`src/rtl/reg_file_if.sv`:
```
// reg_file_if: bundles the register-file read, write, reserve and status signals
// Ports:
//   master modport - issue/writeback side: drives addresses, write data, reserve and flush
//   slave modport  - register file: returns read data, busy flags and busy summary
// Signals:
//   rd_addr/rd_data/rd_busy - NUM_RD read ports, port i at slice i of each vector
//   wr_en/wr_addr/wr_data   - synchronous write port
//   rsv_en/rsv_addr         - marks a destination register pending
//   flush                   - clears every pending mark
//   any_busy/busy_count     - registered summary of the busy vector
interface reg_file_if #(
    parameter int DATA_W   = 32,
    parameter int NUM_REGS = 8,
    parameter int NUM_RD   = 2,
    parameter int ADDR_W   = $clog2(NUM_REGS),
    parameter int CNT_W    = $clog2(NUM_REGS + 1)
);
    logic [NUM_RD*ADDR_W-1:0] rd_addr;
    logic [NUM_RD*DATA_W-1:0] rd_data;
    logic [NUM_RD-1:0]        rd_busy;
    logic                     wr_en;
    logic [ADDR_W-1:0]        wr_addr;
    logic [DATA_W-1:0]        wr_data;
    logic                     rsv_en;
    logic [ADDR_W-1:0]        rsv_addr;
    logic                     flush;
    logic                     any_busy;
    logic [CNT_W-1:0]         busy_count;
    modport master (
        output rd_addr, wr_en, wr_addr, wr_data, rsv_en, rsv_addr, flush,
        input  rd_data, rd_busy, any_busy, busy_count
    );
    modport slave (
        input  rd_addr, wr_en, wr_addr, wr_data, rsv_en, rsv_addr, flush,
        output rd_data, rd_busy, any_busy, busy_count
    );
endinterface

```
`src/rtl/reg_file_scoreboard.sv`:
```
// reg_file_scoreboard: register file with per-register busy scoreboard and write->read bypass
// Ports:
//   clk   - clock, all state updates on posedge
//   rst_n - synchronous active-low reset
//   rf    - reg_file_if slave: reads, write, reserve, flush, busy summary
// Optional build macro ZERO_REG_EN: register 0 reads as zero and ignores writes/reserves.
module reg_file_scoreboard #(
    parameter int DATA_W   = 32,
    parameter int NUM_REGS = 8,
    parameter int NUM_RD   = 2,
    parameter int ADDR_W   = $clog2(NUM_REGS),
    parameter int CNT_W    = $clog2(NUM_REGS + 1)
) (
    input logic        clk,
    input logic        rst_n,
    reg_file_if.slave  rf
);
`ifdef ZERO_REG_EN
    localparam logic [NUM_REGS-1:0] EN_MASK = {{(NUM_REGS-1){1'b1}}, 1'b0};
`else
    localparam logic [NUM_REGS-1:0] EN_MASK = '1;
`endif
    logic [DATA_W-1:0]   regs_q [NUM_REGS];
    logic [DATA_W-1:0]   regs_d [NUM_REGS];
    logic [NUM_REGS-1:0] busy_q, busy_d;
    logic [CNT_W-1:0]    cnt_q, cnt_d;
    logic [NUM_REGS-1:0] wr_hit, rsv_hit;
    logic [NUM_RD*DATA_W-1:0] rd_data_o;
    logic [NUM_RD-1:0]        rd_busy_o;
    // Decoding against each register index means out-of-range addresses never match anything.
    always_comb begin
        wr_hit = '0;
        rsv_hit = '0;
        for (int r = 0; r < NUM_REGS; r++) begin
            wr_hit[r] = EN_MASK[r] && rf.wr_en && rf.wr_addr == ADDR_W'(r);
            rsv_hit[r] = EN_MASK[r] && rf.rsv_en && rf.rsv_addr == ADDR_W'(r);
        end
    end
    // Busy priority: flush over reserve over write-clear; reset handled in the register.
    always_comb begin
        regs_d = regs_q;
        busy_d = busy_q;
        cnt_d = '0;
        for (int r = 0; r < NUM_REGS; r++) begin
            regs_d[r] = wr_hit[r] ? rf.wr_data : regs_q[r];
            busy_d[r] = rf.flush ? 1'b0 : rsv_hit[r] ? 1'b1 : wr_hit[r] ? 1'b0 : busy_q[r];
            cnt_d = cnt_d + CNT_W'(busy_d[r]);
        end
    end
    always_ff @(posedge clk) begin
        if (!rst_n) begin
            for (int r = 0; r < NUM_REGS; r++) regs_q[r] <= '0;
            busy_q <= '0;
            cnt_q <= '0;
        end else begin
            regs_q <= regs_d;
            busy_q <= busy_d;
            cnt_q <= cnt_d;
        end
    end
    // Same-cycle write is forwarded to readers; reserve/flush only show up next cycle.
    always_comb begin
        rd_data_o = '0;
        rd_busy_o = '0;
        for (int p = 0; p < NUM_RD; p++) begin
            for (int r = 0; r < NUM_REGS; r++) begin
                if (rf.rd_addr[p*ADDR_W +: ADDR_W] == ADDR_W'(r)) begin
                    rd_data_o[p*DATA_W +: DATA_W] = wr_hit[r] ? rf.wr_data : regs_q[r];
                    rd_busy_o[p] = busy_q[r] && !wr_hit[r];
                end
            end
        end
    end
    assign rf.rd_data = rd_data_o;
    assign rf.rd_busy = rd_busy_o;
    assign rf.busy_count = cnt_q;
    assign rf.any_busy = |busy_q;
endmodule

```
`src/flat_wrapper.sv`:
```
// flat-port wrapper written by rule: the top's interface ports become plain ports
module reg_file_scoreboard_flat 
#(
    parameter int DATA_W   = 32,
    parameter int NUM_REGS = 8,
    parameter int NUM_RD   = 2,
    parameter int ADDR_W   = $clog2(NUM_REGS),
    parameter int CNT_W    = $clog2(NUM_REGS + 1)
)
  (clk, rst_n, rf_rd_addr, rf_wr_en, rf_wr_addr, rf_wr_data, rf_rsv_en, rf_rsv_addr, rf_flush, rf_rd_data, rf_rd_busy, rf_any_busy, rf_busy_count);
  reg_file_if #(.DATA_W(DATA_W), .NUM_REGS(NUM_REGS), .NUM_RD(NUM_RD), .ADDR_W(ADDR_W), .CNT_W(CNT_W)) rf_i ();
  input logic clk;
  input logic rst_n;
  input wire logic [$bits(rf_i.rd_addr)-1:0] rf_rd_addr;
  input wire logic [$bits(rf_i.wr_en)-1:0] rf_wr_en;
  input wire logic [$bits(rf_i.wr_addr)-1:0] rf_wr_addr;
  input wire logic [$bits(rf_i.wr_data)-1:0] rf_wr_data;
  input wire logic [$bits(rf_i.rsv_en)-1:0] rf_rsv_en;
  input wire logic [$bits(rf_i.rsv_addr)-1:0] rf_rsv_addr;
  input wire logic [$bits(rf_i.flush)-1:0] rf_flush;
  output wire logic [$bits(rf_i.rd_data)-1:0] rf_rd_data;
  output wire logic [$bits(rf_i.rd_busy)-1:0] rf_rd_busy;
  output wire logic [$bits(rf_i.any_busy)-1:0] rf_any_busy;
  output wire logic [$bits(rf_i.busy_count)-1:0] rf_busy_count;
  assign rf_i.rd_addr = rf_rd_addr;
  assign rf_i.wr_en = rf_wr_en;
  assign rf_i.wr_addr = rf_wr_addr;
  assign rf_i.wr_data = rf_wr_data;
  assign rf_i.rsv_en = rf_rsv_en;
  assign rf_i.rsv_addr = rf_rsv_addr;
  assign rf_i.flush = rf_flush;
  assign rf_rd_data = rf_i.rd_data;
  assign rf_rd_busy = rf_i.rd_busy;
  assign rf_any_busy = rf_i.any_busy;
  assign rf_busy_count = rf_i.busy_count;
  reg_file_scoreboard #(.DATA_W(DATA_W), .NUM_REGS(NUM_REGS), .NUM_RD(NUM_RD), .ADDR_W(ADDR_W), .CNT_W(CNT_W)) u_core (.clk(clk), .rst_n(rst_n), .rf(rf_i));
endmodule
```
`config.mk`:
```
export PLATFORM = sky130hd
export DESIGN_NAME = reg_file_scoreboard_flat
export DESIGN_NICKNAME = d
export VERILOG_FILES = /design/src/rtl/reg_file_if.sv /design/src/rtl/reg_file_scoreboard.sv /design/src/flat_wrapper.sv
export SDC_FILE = /design/constraint.sdc
export NUM_CORES = 1
export LEC_CHECK = 0
export CAP_MARGIN = 25
export CORE_MARGIN = 8
export CORE_UTILIZATION = 45
export DETAILED_ROUTE_END_ITERATION = 8
export GPL_TIMING_DRIVEN = 1
export PLACE_DENSITY = 0.67
export REMOVE_ABC_BUFFERS = 1
export SYNTH_ARGS = -nofsm -noshare
export SYNTH_HDL_FRONTEND = slang
export SYNTH_SLANG_ARGS = --single-unit
```
`constraint.sdc`:
```
create_clock -name clk -period 3.6 [get_ports clk]
set_clock_uncertainty 0.05 [all_clocks]
set_input_delay 0.54 -clock clk [delete_from_list [all_inputs] [get_ports clk]]
set_output_delay 0.54 -clock clk [all_outputs]
set_load 0.01 [all_outputs]
```
==> reports/metrics.csv <==
stage,metric,value,unit
global_route,grt_usage,0.245,
worst_setup_path,path_buf_inv,5,
clock_network,cts.path.max_buffers,3,
place,place_area,0.0187,mm^2
cells_and_area,fillCellCount,2976,
routing,drtPass1Iterations,5,
cells_and_area,final_area,0.0201,mm^2
floorplan,core-area,0.0342,mm^2
logic_synthesis,synth_edf_count,0,
status,status,completed,
logic_synthesis,synth_top_family_by_area,compound AO/OA/AOI/OAI gates,
global_route,grt_max_degree,118,
logic_synthesis,netlist_top_cells_count,"268 x dfxtp_1, 228 x mux2i_1, 198 x nor2b_1, 155 x nand2_1, 139 x clkbuf_1",
clock_network,clk_pin_slew_worst_paths,0.06,ns
routing,first_iter_violations,1300,
logic_synthesis,synth_fa_ha_area_frac,0.00759,
routing,vias_per_cell,5.82,
routing,drc_errors,0,
worst_setup_path,worst-setup-path-type,input port to flip-flop,
flow_run,cap_viol_max_count,0,
pwr,ir_worst_vdd,0.398,mV
global_route,antenna_found_initial,4,
cells_and_area,drive_gt1_frac,0.198,
worst_setup_path,critical_path.top_delay_family,adder cells,
global_route,grt_pass1_wl,82100,um
logic_synthesis,seq_area_frac_synth,0.346,
global_route,busiest_layer,met2,
floorplan,initial_utilization,0.453,
logic_synthesis,synth_top_area_frac,0.346,
timing,period_share,0.973,
logic_synthesis,synth.cell_area,0.0155,mm^2
floorplan,num_rows,68,
timing,rsz0062_at_grt,yes,
cells_and_area,seqCellArea,0.00537,mm^2
global_route,grtUsageMet3,0.0423,
logic_synthesis,synthCells,1829,
logic_synthesis,synthMuxAreaShare,0.197,
logic_synthesis,synthFlopType,dfxtp_1,
cells_and_area,syn_to_final_growth,29.5,%
place,port_buffers,119,
cells_and_area,fin_cells,2532,
cells_and_area,final_core_util,0.586,
worst_setup_path,arrival,3.91,ns
timing,hold_viol_final,0,
clock_network,htreeDepth,1,
clock_network,cts_tree,built,
timing,layout_setup_ws,0.0980,ns
place,place_hpwl,34600,um
global_route,grt_remaining_overflow,0,
pwr,powerDensity,375,mW/mm^2
worst_setup_path,critPathRequiredTime,4.01,ns
timing,max_slew_margin,0.437,
clock_network,cts.sinks,268,
worst_setup_path,start_kind,input port,
logic_synthesis,synth_warnings,0,
floorplan,dieArea,0.0406,mm^2
logic_synthesis,yosys.cell_count.top_type,dfxtp_1,
place,gp_congestion,0.867,
worst_setup_path,slowest_stage,fa_1,
floorplan,die_w,202,um
place,dp.cells,2471,
worst_setup_path,crit_path_end_kind,flip-flop,
logic_synthesis,synthSimpleGateAreaFrac,0.185,
global_route,grt_use_met2,0.416,
logic_synthesis,synth_compound_area_frac,0.204,
min_path,hp-class,flip-flop to flip-flop,
routing,postRouteWirelength,52300,um
timing,drv_slew,0,
timing,setup_tns,0,ns
timing,timing.hold.ws,0.430,ns
logic_synthesis,synth_area_leaders,"dfxtp_1 35%, mux2i_1 15%, nor2b_1 8.0%",
worst_setup_path,worst_path_largest_cell_delay,0.55,ns
place,dpl_worst_slack,-0.709,ns
clock_network,cts_root_buf,clkbuf_16,
cells_and_area,multiInputGateArea,0.00945,mm^2
clock_network,clk_latency,0.56,ns
logic_synthesis,syn_avg_cell_area,8.47,um^2
clock_network,cts_hold_buf,0,
logic_synthesis,yosysTopAreaCell,dfxtp_1,
pwr,p_total,7.52,mW
routing,vias,14736,
cells_and_area,nets,2113,
pwr,leakage,8.60,nW
routing,final_antenna_net_count,0,
timing,fmax,286,MHz
timing,worst_slew_pin_slew,0.844,ns
worst_setup_path,cp_max_fo,6,
logic_synthesis,async_reset_ff_frac,0,
floorplan,die_h,202,um
worst_setup_path,cpMostUsedCell,fa_1,
global_route,grt_util_met1,0.318,
timing,setup_violations,0,
routing,post_drt_wl_per_cell,20.7,um
logic_synthesis,netlist-cell-type-count,62,
logic_synthesis,ys_ff_latch,268,
clock_network,cts_buffers,31,
global_route,grt_pass1_vias,14601,
logic_synthesis,synth-xor-area-share,0.00226,
timing,min_period,3.50,ns
worst_setup_path,r2r_slack,0.50,ns
worst_setup_path,cp_cell_sequence,"clkdlybuf4s15_1, buf_4, nor4bb_4, buf_4, nand2b_1, a21boi_1, or2_2, fa_1, inv_1, fa_1, fa_2, inv_2, fa_1, xnor2_1, and2_1",
floorplan,io_pins,120,
## what timing repair did
item | CTS | global route
setup buffers | 5 | 0
endpoints found under the setup margin | 68 | 48
cloned | 3 | 0
resized for setup | 64 | 77
pin swaps | 11 | 17
## worst register-to-register path, delay by kind of cell (launching register included)
| kind | cells | cell delay (ns) |
|---|---|---|
| adder cells (fa/ha/maj) | 4 | 1.69 |
| AND/OR/NAND/NOR | 3 | 0.54 |
| XOR/XNOR | 1 | 0.13 |
| AO/OA/AOI/OAI | 1 | 0.14 |
| buffers and inverters | 2 | 0.10 |
| flip-flops | 1 | 0.36 |
## flip-flops by register name, indices dropped and copies added (netlist names)
register / flops
u_core.regs_q: 256
u_core.busy_q: 8
u_core.rf.busy_count: 4
## per-layer routing
layer,vias up,routed length (um)
met3,79,3760
met1,7110,23000
li1,6991,-
met2,550,24600
met5,-,38
met4,6,936
## final cells by class
cell class,count,share of cell area
Sequential cell,268,0.268
Timing Repair Buffer,387,0.183
Clock inverter,9,0.00493
Inverter,14,0.00262
Antenna cell,1,0.000125
Tap cell,455,0.0284
Multi-Input combinational cell,1355,0.471
Clock buffer,43,0.0429
## cell usage in the layout, fill, tap and decap left out, types with 39 or more instances in the layout
cell and n:
clkdlybuf4s50_1 42, buf_4 229, mux2i_1 209, and2_1 39, o21ai_0 121, nor2b_1 198
o22ai_1 125, nor2_1 128, nand2_1 155, a21oi_1 77, dfxtp_1 268
## report_power, final
group | internal, mW | leakage (nW) | switching (mW) | total, mW
Combinational | 0.619 | 5.95 | 0.773 | 1.39
Clock | 1.79 | 0.476 | 1.28 | 3.07
Sequential | 3.03 | 2.17 | 0.0259 | 3.06
## final timing paths
path / startpoint / to / cells after the start
worst min register to register: u_core.regs_q[229]$_SDFF_PN0_ / u_core.regs_q[229]$_SDFF_PN0_ / 2
worst max-delay path: rf_wr_addr[2] / u_core.rf.busy_count[2]$_SDFF_PN0_ / 15
worst min-delay path: u_core.regs_q[229]$_SDFF_PN0_ / u_core.regs_q[229]$_SDFF_PN0_ / 2
worst max register to register: u_core.busy_q[2]$_SDFF_PN0_ / u_core.rf.busy_count[2]$_SDFF_PN0_ / 11
## kinds of logic (layout without fill, tap and decap cells)
kind of cell / Yosys count / after routing
AO/OA/AOI/OAI: 498 / 498
XOR/XNOR: 4 / 4
adder cells (fa/ha/maj): 7 / 7
buffers and inverters: 206 / 453
flip-flops: 268 / 268
multiplexers: 278 / 278
other: 0 / 1
AND/OR/NAND/NOR: 568 / 568
No activity file was read; power rests on OpenSTA's default activity.
